## src/rtl/mips_multicycle_ctrl.sv

```systemverilog
// mips_multicycle_ctrl: multicycle MIPS control FSM driving ALU controls, datapath enables and a retired-instruction counter.
module mips_multicycle_ctrl #(
  parameter int CNT_W = 32
) (
  input  logic             clk,
  input  logic             rst_n,
  input  logic [5:0]       opcode,
  input  logic [5:0]       funct,
  input  logic             alu_zero,
  input  logic             mem_ready,
  output logic [1:0]       select_aluPerformance,
  output logic             select_anotherAluSource,
  output logic             ext_op,
  output logic             ir_write,
  output logic             pc_en,
  output logic             mem_read,
  output logic             mem_write,
  output logic             reg_write,
  output logic             reg_dst,
  output logic             mem_to_reg,
  output logic [1:0]       pc_src,
  output logic             illegal,
  output logic [CNT_W-1:0] retired_count
);
  typedef enum logic [3:0] {
    FETCH, DECODE, EXEC_R, EXEC_I, MEM_ADDR, MEM_RD, MEM_WR,
    WB_ALU, WB_MEM, BRANCH, JUMP, ILLEGAL
  } state_t;

  state_t state, nextState;

  logic isRType, isAddu, isSubu, isOri, isLui, isLw, isSw, isBeq, isJ, retire;
  logic [1:0] aluOp;

  assign isRType = opcode == 6'b000000;
  assign isAddu  = isRType && funct == 6'b100001;
  assign isSubu  = isRType && funct == 6'b100011;
  assign isOri   = opcode == 6'b001101;
  assign isLui   = opcode == 6'b001111;
  assign isLw    = opcode == 6'b100011;
  assign isSw    = opcode == 6'b101011;
  assign isBeq   = opcode == 6'b000100;
  assign isJ     = opcode == 6'b000010;

  // Shared by EXEC_* and WB_ALU so write-back sees the same ALU result.
  assign aluOp = isRType ? (isSubu ? 2'b10 : 2'b00) : (isLui ? 2'b11 : 2'b01);

  assign retire = state == WB_ALU || state == WB_MEM || state == BRANCH ||
                  state == JUMP || (state == MEM_WR && mem_ready);

  always_ff @(posedge clk or negedge rst_n) begin
    if (!rst_n) begin
      state         <= FETCH;
      retired_count <= '0;
    end else begin
      state         <= nextState;
      retired_count <= retire ? retired_count + 1'b1 : retired_count;
    end
  end

  always_comb begin
    nextState = state;
    case (state)
      FETCH:    nextState = mem_ready ? DECODE : FETCH;
      DECODE:   nextState = (isAddu || isSubu) ? EXEC_R :
                            (isOri || isLui)   ? EXEC_I :
                            (isLw || isSw)     ? MEM_ADDR :
                            isBeq              ? BRANCH :
                            isJ                ? JUMP : ILLEGAL;
      EXEC_R:   nextState = WB_ALU;
      EXEC_I:   nextState = WB_ALU;
      MEM_ADDR: nextState = isLw ? MEM_RD : MEM_WR;
      MEM_RD:   nextState = mem_ready ? WB_MEM : MEM_RD;
      MEM_WR:   nextState = mem_ready ? FETCH : MEM_WR;
      WB_ALU:   nextState = FETCH;
      WB_MEM:   nextState = FETCH;
      BRANCH:   nextState = FETCH;
      JUMP:     nextState = FETCH;
      default:  nextState = ILLEGAL;
    endcase
  end

  // Outputs are forced quiet while reset is held so nothing is written.
  always_comb begin
    select_aluPerformance   = 2'b00;
    select_anotherAluSource = 1'b0;
    ext_op                  = 1'b0;
    ir_write                = 1'b0;
    pc_en                   = 1'b0;
    mem_read                = 1'b0;
    mem_write               = 1'b0;
    reg_write               = 1'b0;
    reg_dst                 = 1'b0;
    mem_to_reg              = 1'b0;
    pc_src                  = 2'b00;
    illegal                 = 1'b0;
    if (rst_n) begin
      case (state)
        FETCH: begin
          mem_read = 1'b1;
          ir_write = mem_ready;
          pc_en    = mem_ready;
        end
        EXEC_R, EXEC_I: begin
          select_aluPerformance   = aluOp;
          select_anotherAluSource = !isRType;
        end
        WB_ALU: begin
          select_aluPerformance   = aluOp;
          select_anotherAluSource = !isRType;
          reg_write               = 1'b1;
          reg_dst                 = isRType;
        end
        MEM_ADDR, MEM_RD, MEM_WR: begin
          select_anotherAluSource = 1'b1;
          ext_op                  = 1'b1;
          mem_read                = state == MEM_RD;
          mem_write               = state == MEM_WR;
        end
        WB_MEM: begin
          reg_write  = 1'b1;
          mem_to_reg = 1'b1;
        end
        BRANCH: begin
          select_aluPerformance = 2'b10;
          ext_op                = 1'b1;
          pc_src                = 2'b01;
          pc_en                 = alu_zero;
        end
        JUMP: begin
          pc_src = 2'b10;
          pc_en  = 1'b1;
        end
        ILLEGAL: illegal = 1'b1;
        default: ;
      endcase
    end
  end
endmodule

```

## config.mk

```make
export PLATFORM = sky130hd
export DESIGN_NAME = mips_multicycle_ctrl
export DESIGN_NICKNAME = d
export VERILOG_FILES = /design/src/rtl/mips_multicycle_ctrl.sv
export SDC_FILE = /design/constraint.sdc
export NUM_CORES = 1
export LEC_CHECK = 0
export ABC_AREA = 1
export ABC_CLOCK_PERIOD_IN_PS = 1700
export BUFFER_PORTS_ARGS = -buffer_cell sky130_fd_sc_hd__buf_2
export CORE_UTILIZATION = 54
export CTS_CLUSTER_DIAMETER = 60
export DETAILED_ROUTE_END_ITERATION = 16
export GPL_ROUTABILITY_DRIVEN = 0
export PLACE_DENSITY = 0.8
export SYNTH_ARGS = -nofsm -noshare
export SYNTH_HDL_FRONTEND = slang
export SYNTH_SLANG_ARGS = --single-unit
```

## constraint.sdc

```tcl
create_clock -name clk -period 1.7 [get_ports clk]
set_input_delay 0.34 -clock clk [delete_from_list [all_inputs] [get_ports clk]]
set_output_delay 0.34 -clock clk [all_outputs]
set_load 0.05 [all_outputs]
```

# Word-level counts from Yosys, hierarchy flattened
# Index checks and enable logic that the tools add are counted.
# W data, S select, Z words.
# totals
output_inout_bits	46
word_cells	78
register_bits	36
inputBits	16
# classes
add_sub_neg	1
n_reduce_logical	19
n_mux	37
eq_ne	19
# ops
operator	n
$add A32 B1 Y32 const B	1
$pmux W4 S7	1
$eq A6 B6 Y1 const B	4
$mux W1	19
$eq A4 B3 Y1 const B	4
$eq A4 B4 Y1 const B	4
$mux W4	4
$mux W2	7
$eq A6 B4 Y1 const B	2
$eq A4 B2 Y1 const B	2
$pmux W2 S2	2
$reduce_or A4 Y1	2
$logic_or A1 B1 Y1	7
$eq A6 B2 Y1 const B	1
$eq A6 B3 Y1 const B	1
$logic_not A6 Y1	1
$reduce_or A3 Y1	2
$eq A4 B1 Y1 const B	1
$logic_not A4 Y1	1
$pmux W1 S2	2
$reduce_or A2 Y1	2
$logic_and A1 B1 Y1	3
$mux W3	1
$pmux W1 S3	1
$logic_not A1 Y1	1

# Longest topological paths before layout
# Gate-level depths: netlist of run 1.
# logic_depth
word_depth	7
mapped_depth	11
mapped_depth_nobuf	10

# Worst setup path before layout of run 1
# OpenSTA, ideal clock, no wires.
# synth_timing
kind	input -> output
startpoint	input port opcode[5]
endpoint	output port reg_dst
required_time_ps	1360
stages	3
arrival_ps	1738
path_slack_ps	-378
n_path_buf	0
path_cell_list	nor2_1 -> nand3_1 -> nor3_1
# synth_via
elab_chain_cells	3
# synth_rtl
element	line_no	text
start, declared	7	input logic [5:0] opcode,
$logic_not A6 Y1	35	assign isRType = opcode == 6'b000000;
$mux W1	98	case (state)
$mux W1	97	if (rst_n) begin
end, declared	19	output logic reg_dst,
# No other way between the ends.

# Worst setup path after layout of run 1
# layout_timing
startpoint	register state[2]
endpoint	output port pc_en
# layout_via
elab_chain_cells	3
elab_cells_between_ends	5
# layout_rtl
element	line_no	text
start, declared	30	state_t state, nextState;
start signal, assigned	56	state <= nextState;
$eq A4 B4 Y1 / $logic_not A4 Y1 (equally long branches)	98	
$pmux W1 S3 (*)	98	
$mux W1 (*)	97	
end, declared	15	output logic pc_en,
# Mark *: on every way between the ends. The rest lies on a longest branch, timed or not.

==> reports/results.tsv, run 1 <==
metric	value	unit
tritoncts	yes	
wirelength	9.26	mm
crit_start	state[2]	
ys_ff_latch	36	
areaGrowthSynthToFinish	36.8	%
worstSetupStartpointType	flop	
insertion_delay	0.29	ns
nets	543	
reg2reg_depth	10	
cp-endpoint	pc_en	
numClockSinks	36	
hold_violations	0	
firstDrtPassIters	7	
overflow	0	
drv_slew	0	
setup_viol	14	
cp-end-kind	primary output	
synth_top_area_share	34.3	%
synthDistinctLibCells	23	
finalHoldWorstSlack	0.161	ns
netlist_area	2620	sq um
period_needed	1.97	ns
yosys_warnings	0	
setup_slack	-0.270	ns
vias	3300	
cts_root_buf	clkbuf_8	
drc	0	
vias_per_cell	5.71	
clk_pin_slew_worst_paths	0.08	ns
hold_class	in2async	
fp-row-count	24	
fmax	508	MHz
status	finished with violations	
crit_chain	buf_6, nor2_4, nand2_2, a31oi_4, buf_6	
synth_area_leaders	dfrtp_1 (34%), nand2_1 (25%), nor2_1 (12%)	
htree_num_levels	2	
final.setup_skew	0.0121	ns
antenna_cells	0	
dr.first_iter.drc_count	468	
portBuffers	61	
maxCapViolations	0	
worstSetupPathDepth	5	
fp.dieH	71.7	microns
cts_buffer_depth	2	
drive_above_1_share	28.5	%
slew-limit-headroom	67.4	%
num_io_pins	62	
failed_checks	setup timing	
seq_area	908	sq um
cts_buffers	5	
cts_hold_buffers	0	
core_area	4500	sq um
r2r_setup_slack	0.01	ns
drtAntennaViolNets	0	
fin_util	79.7	%
dieArea	5140	sq um
ys_seq_area_share	34.3	%
tightest_slew	0.489	ns
slowest_stage	dfrtp_2	
worst-path-buf-inv	2	
dp_hpwl	5.40	mm
r2r_start	state[1]	
fin_crit_sh	116	%
crit_fanout	5	
path_class	reg2out	
synth_nets	456	
cp_slowest_stage_delay	0.45	ns
rsz0062_at_grt	yes	
initial_utilization	58.2	%
multi_input_area	1660	sq um
cp_common_cell	buf_6	
peakVddDrop	0.000262	V
grt_pass1_wl	12.4	mm
fill_cells	313	
die_w	71.7	microns
grt_max_degree	37	
power.leakage	1.71	nW
grt_pass1_vias	2816	
avgSynthCellArea	5.98	sq um
powerDensity	430	nW/um^2
cp_data_required_time	1.36	ns
r2r-end	retired_count[2]	
worstPathArrival	1.63	ns
crit_family	flip-flops	
wire_per_inst	16.0	microns
syn_inst	439	
grt_usage	30.5	%
antenna_found_initial	0	
synth.largest_area_cell	dfrtp_1	
synth_stat cells (all sizes together):
library cell and instances:
xor2 8, nor3 4, nor2 89, dfrtp 36
clkinv 1, nand3 26, nand3b 5, buf 6
nand4 11, a31oi 1, a21oi 5, and2 1
ha 1, inv 52, nand2 175, or2 1
o21ai 17
kinds of logic (layout without fill, tap and decap cells):
family	count (synthesis)	in the layout	synth area share [%]
AO/OA/AOI/OAI	23	23	4.43
AND/OR/NAND/NOR	312	312	48.7
adder cells (fa/ha/maj)	1	1	0.477
XOR/XNOR	8	8	2.67
flip-flops	36	36	34.3
buffers and inverters	59	146	9.39
registers in the layout (all words and copies together), names as in the netlist:
signal and count:
state 4, retired_count 32
layer usage:
layer  track usage, %  vias to the layer above  wire (microns)
li1                 -                     1527               -
met1             38.2                     1478            3460
met2             54.0                      239            4350
met3             4.36                       56             904
met4             10.2                        0             539
met5                0                        -               0
how the worst min path moves through the flow:
stage | start | end | slack [ns] | cells after the start
2_1_floorplan | rst_n | retired_count[0] | 0.04 | 0
6_report | rst_n | retired_count[0] | 0.16 | 2
3_3_place_gp | rst_n | retired_count[18] | 0.47 | 2
4_1_cts | rst_n | retired_count[3] | 0.17 | 2
5_1_grt | rst_n | retired_count[1] | 0.20 | 2
3_5_place_dp | rst_n | retired_count[3] | 0.47 | 2
cell type report:
type | instances | area share (%)
Sequential cell | 36 | 25.3
Tap cell | 52 | 1.81
Inverter | 53 | 5.61
Timing Repair Buffer | 86 | 18.8
Clock inverter | 1 | 0.139
Multi-Input combinational cell | 344 | 46.3
Clock buffer | 6 | 2.02
timing repair:
action                                  in CTS  in global routing
resized for setup                           48                 44
pin swaps                                   11                 13
gates cloned                                 0                  4
buffers inserted                             2                  3
endpoints found under the setup margin      14                 26
where the power goes:
| part | internal, W | switching, W |
|---|---|---|
| registers | 0.000856 | 0 |
| clock network | 0.000279 | 0.000316 |
| logic | 0.0000289 | 0.0000615 |
| total | 0.00116 | 0.000378 |
cell usage in the layout, fill, tap and decap left out, types with 6 or more instances in the layout:
cell     synthesis  layout
buf_2            2      47
buf_4            2      14
nand3_1         26      24
nand2_2          2      10
o21ai_0         17       9
buf_6            2      20
inv_1           48      45
xor2_1           8       8
nor2_2           2      15
nand2_1        173     162
inv_2            4       6
nand4_1         11      11
dfrtp_1         36      30
nor2_1          86      69
o21ai_1          0       6
dfrtp_2          0       6
stage by stage:
stage	setup slack (ns)	instance area (sq um)	TNS, ns	std cells	total power [W]
final	-0.270	3590	-2.07	578	0.00154
after global routing	-0.283	3590	-3.38	578	0.00157
after CTS	-0.151	3340	-0.884	571	0.00152
after detailed placement	-0.0980	3120	-0.128	562	0.000951
after global placement	-0.0443	3120	-0.0443	562	0.000948
after floorplan	-0.0740	2660	-0.157	439	0.000896
(Power assumes the default switching activity.)
==> inputs of run 2 (changes only) <==
--- a/config.mk
+++ b/config.mk
@@ -8,11 +8,13 @@
 export ABC_AREA = 1
 export ABC_CLOCK_PERIOD_IN_PS = 1700
 export BUFFER_PORTS_ARGS = -buffer_cell sky130_fd_sc_hd__buf_2
+export CORE_MARGIN = 5
 export CORE_UTILIZATION = 54
 export CTS_CLUSTER_DIAMETER = 60
 export DETAILED_ROUTE_END_ITERATION = 16
 export GPL_ROUTABILITY_DRIVEN = 0
 export PLACE_DENSITY = 0.8
+export SKIP_LAST_GASP = 1
 export SYNTH_ARGS = -nofsm -noshare
 export SYNTH_HDL_FRONTEND = slang
 export SYNTH_SLANG_ARGS = --single-unit
==> run 2 against run 1 <==
Compared with the run above:
- the run still ends with setup timing left
- utilization down 5.1 points
- sequential share of layout area up 0.40 points
- clock power increased by 30%
- critical path depth increased by 1
- combinational power decreased by 9.4%
- final cell count grew 2.2%
- first-iteration DRC count shrank 59%
- sequential power barely moved
- non-clock buffer count fell by 3
- worst hold slack got worse by 0.016 ns
- routed wire length fell by 14%
- total power up 11%
- critical path type unchanged
- critical endpoint is now mem_read
- largest power group unchanged
- highest routed layer unchanged
==> reports/results.tsv, run 2 (synthesized netlist as in run 1, its figures left out) <==
metric	value	unit	change
status	finished with violations		unchanged
failed_checks	setup timing		unchanged
fp.dieH	79.7	microns	was 71.7 microns
rsz0062_at_grt	yes		unchanged
largestRegisters	retired_count (32), state (4)		unchanged
dp_hpwl	5.38	mm	was 5.40 mm
firstDrtPassIters	5		was 7
slowest_stage	dfrtp_1		was dfrtp_2
vias	3051		was 3300
power.leakage	1.68	nW	was 1.71 nW
regMostFlops	retired_count		unchanged
final_cell_mix	nand2_1 (166), nor2_1 (69), buf_2 (47), inv_1 (46), dfrtp_1 (32)		was nand2_1 (162), nor2_1 (69), buf_2 (47), inv_1 (45), dfrtp_1 (30)
grt_pass1_wl	12.6	mm	was 12.4 mm
num_io_pins	62		unchanged
worstSetupStartpointType	flop		unchanged
grt_max_degree	37		unchanged
hold_class	in2async		unchanged
insertion_delay	0.30	ns	was 0.29 ns
cts_root_buf	clkbuf_8		unchanged
hold_violations	0		unchanged
dieArea	6350	sq um	was 5140 sq um
crit_family	flip-flops		unchanged
grt_usage	25.3	%	was 30.5%
vias_per_cell	5.16		was 5.71
slew-limit-headroom	69.0	%	was 67.4%
setup_viol	14		unchanged
antenna_found_initial	0		unchanged
largest_reg_flops	32		unchanged
fp-row-count	25		was 24
htree_num_levels	2		unchanged
numClockSinks	36		unchanged
fin_total_pwr	0.00171	W	was 0.00154 W
grt_pass1_vias	2830		was 2816
final_cells	591		was 578
peakVddDrop	0.000540	V	was 0.000262 V
cts_buffers	5		unchanged
wirelength	7.96	mm	was 9.26 mm
clk_pin_slew_worst_paths	0.08	ns	about the same
initial_utilization	55.5	%	was 58.2%
drc	0		unchanged
overflow	0		unchanged
tightest_slew	0.460	ns	was 0.489 ns
fin_util	74.6	%	was 79.7%
maxCapViolations	0		unchanged
antenna_cells	0		unchanged
dr.first_iter.drc_count	191		was 468
fin_crit_sh	115	%	was 116%
final_common_cell	nand2_1		unchanged
crit_chain	buf_4, nand2_1, nor2_2, a21oi_1, nor2_1, buf_6		was buf_6, nor2_4, nand2_2, a31oi_4, buf_6
core_area	4720	sq um	was 4500 sq um
fmax	513	MHz	was 508 MHz
nets	540		was 543
drtAntennaViolNets	0		unchanged
cp-end-kind	primary output		unchanged
place_inst	576		was 562
worst-path-buf-inv	2		unchanged
final.setup_skew	0.00315	ns	was 0.0121 ns
powerDensity	487	nW/um^2	was 430 nW/um^2
wire_per_inst	13.5	microns	was 16.0 microns
worstPathArrival	1.61	ns	was 1.63 ns
areaGrowthSynthToFinish	34.3	%	was 36.8%
die_w	79.7	microns	was 71.7 microns
drive_above_1_share	27.1	%	was 28.5%
setup_slack	-0.250	ns	was -0.270 ns
cts_buffer_depth	2		unchanged
cp_data_required_time	1.36	ns	about the same
cp_slowest_stage_delay	0.44	ns	was 0.45 ns
drv_slew	0		unchanged
portBuffers	61		unchanged
post-place-ws	-0.0737	ns	was -0.0980 ns
path_class	reg2out		unchanged
tritoncts	yes		unchanged
crit_fanout	4		was 5
period_needed	1.95	ns	was 1.97 ns
## run 2: cell types whose count changed in the layout (fill, tap and decap cells not counted), sizes merged
cell / delta
clkbuf: -3
bufinv: +1
buf: -1
clkinvlp: +1
## run 2: repair_timing
item                                    CTS  global route
endpoints found under the setup margin   14            43
setup buffers                             7             4
gates resized for setup                  43            28
hold buffers                              0             0
gates cloned                              0             1
pin swaps                                10             6
## run 2: final timing paths
kind                                        start                 to  slack [ns]  cells past startpoint
worst min register to register  retired_count[31]  retired_count[31]        0.53                      2
worst max register to register           state[2]  retired_count[19]        0.06                     10
max in group asynchronous                   rst_n           state[1]        1.21                      2
min in group clk                        mem_ready           state[3]        0.35                      3
worst max-delay path                     state[2]           mem_read       -0.25                      6
worst min-delay path                        rst_n   retired_count[1]        0.14                      2
## run 2: cell type report
class | instances | area (sq um)
multi-input cells | 344 | 1610
fillers | 363 | 1200
flip-flops and latches | 36 | 906
repair buffers | 83 | 616
inverters | 53 | 201
well taps | 67 | 83.8
clock buffers | 5 | 68.8
clock inverters | 3 | 42.5
## run 2: power by group
group / switching (W) / internal, W / total [W]
clock network: 0.000343 / 0.000434 / 0.000777
logic: 0.0000530 / 0.0000290 / 0.0000819
registers: 0 / 0.000855 / 0.000855
total: 0.000396 / 0.00132 / 0.00171
## run 2: per-layer routing
layer	vias up	track usage, %	share of wire, %
li1	1522	-	-
met3	28	3.50	6.5
met4	0	10.3	3.3
met5	-	0	0
met2	126	42.6	48
met1	1375	32.3	42
## run 2: through the flow
stage	hold slack (ns)	area, sq um	setup TNS, ns
after floorplan	0.0444	2660	-0.157
after global placement	0.453	3140	-0.0473
after detailed placement	0.469	3140	-0.0737
after CTS	0.157	3420	-1.33
after global routing	0.182	3520	-3.37
final	0.145	3520	-2.05
==> inputs of run 3 (changes only) <==
--- a/config.mk
+++ b/config.mk
@@ -5,16 +5,15 @@
 export SDC_FILE = /design/constraint.sdc
 export NUM_CORES = 1
 export LEC_CHECK = 0
-export ABC_AREA = 1
 export ABC_CLOCK_PERIOD_IN_PS = 1700
 export BUFFER_PORTS_ARGS = -buffer_cell sky130_fd_sc_hd__buf_2
 export CORE_MARGIN = 5
-export CORE_UTILIZATION = 54
+export CORE_UTILIZATION = 40
 export CTS_CLUSTER_DIAMETER = 60
 export DETAILED_ROUTE_END_ITERATION = 16
 export GPL_ROUTABILITY_DRIVEN = 0
-export PLACE_DENSITY = 0.8
 export SKIP_LAST_GASP = 1
+export SLEW_MARGIN = 20
 export SYNTH_ARGS = -nofsm -noshare
 export SYNTH_HDL_FRONTEND = slang
 export SYNTH_SLANG_ARGS = --single-unit
==> run 3 against run 2 <==
Compared with the run above:
- the run still ends with setup timing left
- synthesized cell count shrank 50%
- utilization shrank 1.6 points
- total power decreased by 1.0%
- routed wire length down 17%
- worst hold slack worse by 0.11 ns
- combinational power increased by 25%
- die area rose by 8.3%
- clock power shrank 4.8%
- clock skew is 0.0070 ns higher
- critical path depth rose by 1
- critical endpoint is now select_aluPerformance[1]
==> reports/results.tsv, run 3 <==
metric	value	unit	change
drc	0		unchanged
design_area	3750	sq um	was 3520 sq um
hold_violations	0		unchanged
synth_ff_type	dfrtp_1		unchanged
yosysMostFrequentCell	dfrtp_1		was nand2_1
final.setup_skew	0.0102	ns	was 0.00315 ns
insertion_delay	0.29	ns	was 0.30 ns
grt_usage	18.4	%	was 25.3%
nets	374		was 540
peakVddDrop	0.000357	V	was 0.000540 V
worstSetupStartpointType	input pin		was flop
synth_area_leaders	dfrtp_1 (42%), xnor2_1 (8.6%), nand2_1 (5.1%)		was dfrtp_1 (34%), nand2_1 (25%), nor2_1 (12%)
core_area	5140	sq um	was 4720 sq um
cp_common_cell	buf_6		
portBuffers	61		unchanged
die_w	83.0	microns	was 79.7 microns
antenna_found_initial	0		unchanged
crit_chain	buf_6, or4_4, nor3_4, nand4b_1, o2bb2a_4, o22ai_4, buf_6		was buf_4, nand2_1, nor2_2, a21oi_1, nor2_1, buf_6
cts_hold_buffers	0		unchanged
yosys_warnings	0		unchanged
reg2reg_depth	7		was 10
htree_num_levels	2		unchanged
synth_common_cells	dfrtp_1 (36), nand2_1 (29), xnor2_1 (21), nor2_1 (19), nand4_1 (12)		was nand2_1 (173), nor2_1 (86), inv_1 (48), dfrtp_1 (36), nand3_1 (26)
grt_pass1_vias	2241		was 2830
met2_length	3.41	mm	was 3.86 mm
avgSynthCellArea	9.64	sq um	was 5.98 sq um
maxCapViolations	0		unchanged
synth_edf_count	0		unchanged
final_cell_mix	buf_4 (52), buf_2 (45), buf_6 (34), nand2_1 (24)		was nand2_1 (166), nor2_1 (69), buf_2 (47), inv_1 (46), dfrtp_1 (32)
worstPathArrival	1.78	ns	was 1.61 ns
fin_total_pwr	0.00170	W	was 0.00171 W
cts_buffers	5		unchanged
cts_buffer_depth	2		unchanged
dieArea	6880	sq um	was 6350 sq um
firstDrtPassIters	4		was 5
dp_hpwl	4.39	mm	was 5.38 mm
fp-row-count	26		was 25
cts_root_buf	clkbuf_8		unchanged
r2r_start	state[2]		unchanged
num_io_pins	62		unchanged
async_flop_share	100	%	unchanged
numClockSinks	36		unchanged
synth.largest_area_cell	dfrtp_1		unchanged
slew-limit-headroom	71.1	%	was 69.0%
ys_ff_latch	36		unchanged
antenna_cells	0		unchanged
powerDensity	453	nW/um^2	was 487 nW/um^2
drive_above_1_share	62.6	%	was 27.1%
grt_max_degree	29		was 37
drv_slew	0		unchanged
hold_class	in2async		unchanged
synth_top_area_share	42.3	%	was 34.3%
wire_per_inst	15.5	microns	was 13.5 microns
ys_seq_area_share	42.3	%	was 34.3%
fp.dieH	83.0	microns	was 79.7 microns
wl_met3	301	microns	was 519 microns
fin_crit_sh	125	%	was 115%
clk_pin_slew_worst_paths	0.07	ns	was 0.08 ns
path_class	in2out		was reg2out
top_layer_used	met4		unchanged
grt_pass1_wl	10.5	mm	was 12.6 mm
fmax	472	MHz	was 513 MHz
areaGrowthSynthToFinish	76.1	%	was 34.3%
initial_utilization	41.4	%	was 55.5%
overflow	0		unchanged
r2r-end	retired_count[30]		was retired_count[19]
largestRegisters	retired_count (32), state (4)		unchanged
period_needed	2.12	ns	was 1.95 ns
netlist_area	2130	sq um	was 2620 sq um
vias	2204		was 3051
dr.first_iter.drc_count	82		was 191
fin_util	73.0	%	was 74.6%
tightest_slew	0.429	ns	was 0.460 ns
setup_slack	-0.419	ns	was -0.250 ns
synthDistinctLibCells	50		was 23
setup_viol	24		was 14
tritoncts	yes		unchanged
wirelength	6.62	mm	was 7.96 mm
power.leakage	1.82	nW	was 1.68 nW
largest_reg_flops	32		unchanged
vias_per_cell	5.15		was 5.16
cp_data_required_time	1.36	ns	about the same
cp_slowest_stage_delay	0.55	ns	was 0.44 ns
met1_length	2.79	mm	was 3.32 mm
place_area	3040	sq um	was 3140 sq um
final_common_cell	buf_4		was nand2_1
rsz0062_at_grt	yes		unchanged
synth_nets	238		was 456
syn_inst	221		was 439
cp-end-kind	primary output		unchanged
slowest_stage	or4_4		was dfrtp_1
crit_fanout	2		was 4
regMostFlops	retired_count		unchanged
failed_checks	setup timing		unchanged
r2r_setup_slack	-0.13	ns	was 0.06 ns
tns	-3.18	ns	was -2.05 ns
drtAntennaViolNets	0		unchanged
status	finished with violations		unchanged
==> run 3: cell type report <==
| cell class | count | area, sq um |
|---|---|---|
| clock inverters | 2 | 35.0 |
| multi-input cells | 172 | 1530 |
| fillers | 381 | 1390 |
| flip-flops and latches | 36 | 921 |
| clock buffers | 6 | 72.6 |
| inverters | 6 | 22.5 |
| well taps | 70 | 87.6 |
| repair buffers | 136 | 1080 |
==> run 3: where the power goes <==
group	switching, W	internal [W]
sequential	0	0.000856
combinational	0.0000581	0.0000436
clock	0.000305	0.000435
==> run 3: worst max-delay path by stage <==
stage,from,endpoint,slack [ns],depth (start not counted)
floorplan,opcode[0],select_aluPerformance[1],-0.39,5
global placement,opcode[0],select_aluPerformance[1],-0.56,7
detailed placement,opcode[0],select_aluPerformance[1],-0.57,7
CTS,opcode[4],select_aluPerformance[1],-0.47,7
global route,opcode[4],select_aluPerformance[1],-0.48,7
finish,opcode[4],select_aluPerformance[1],-0.42,7
==> run 3: repair_timing <==
item / 4_1_cts / 5_1_grt
cloned: 0 / 0
pin swaps: 21 / 26
buffers inserted: 19 / 12
resized for setup: 68 / 37
endpoints found under the setup margin: 19 / 37
hold endpoints to repair: 0 / 0
==> run 3: critical path, delay by kind of cell <==
kind / cells / cell delay (ns)
and+or+nand+nor: 3 / 0.84
buffers and inverters: 2 / 0.27
AOI/OAI and AO/OA: 2 / 0.32
==> run 3: kinds of logic after synthesis <==
group,Yosys count,share of synthesized area [%]
and+or+nand+nor,119,33.6
DFF,36,42.3
xor gates and xnor gates,31,12.7
AOI/OAI and AO/OA,20,7.52
buffers and inverters,13,2.76
muxes,1,0.470
adders and majority gates,1,0.587
==> run 3: metrics by stage <==
| step | setup slack (ns) | instances | hold slack, ns |
|---|---|---|---|
| after global routing | -0.477 | 428 | 0.0269 |
| after floorplan | -0.389 | 221 | 0.0444 |
| after global placement | -0.558 | 396 | 0.313 |
| final | -0.419 | 428 | 0.0329 |
| after CTS | -0.474 | 423 | 0.00726 |
| after detailed placement | -0.572 | 396 | 0.307 |
==> run 3: per-layer routing <==
metal | track usage [%] | vias up
li1 | - | 1061
met1 | 22.7 | 1074
met2 | 31.2 | 59
met3 | 4.75 | 10
met4 | 6.09 | 0
met5 | 0 | -
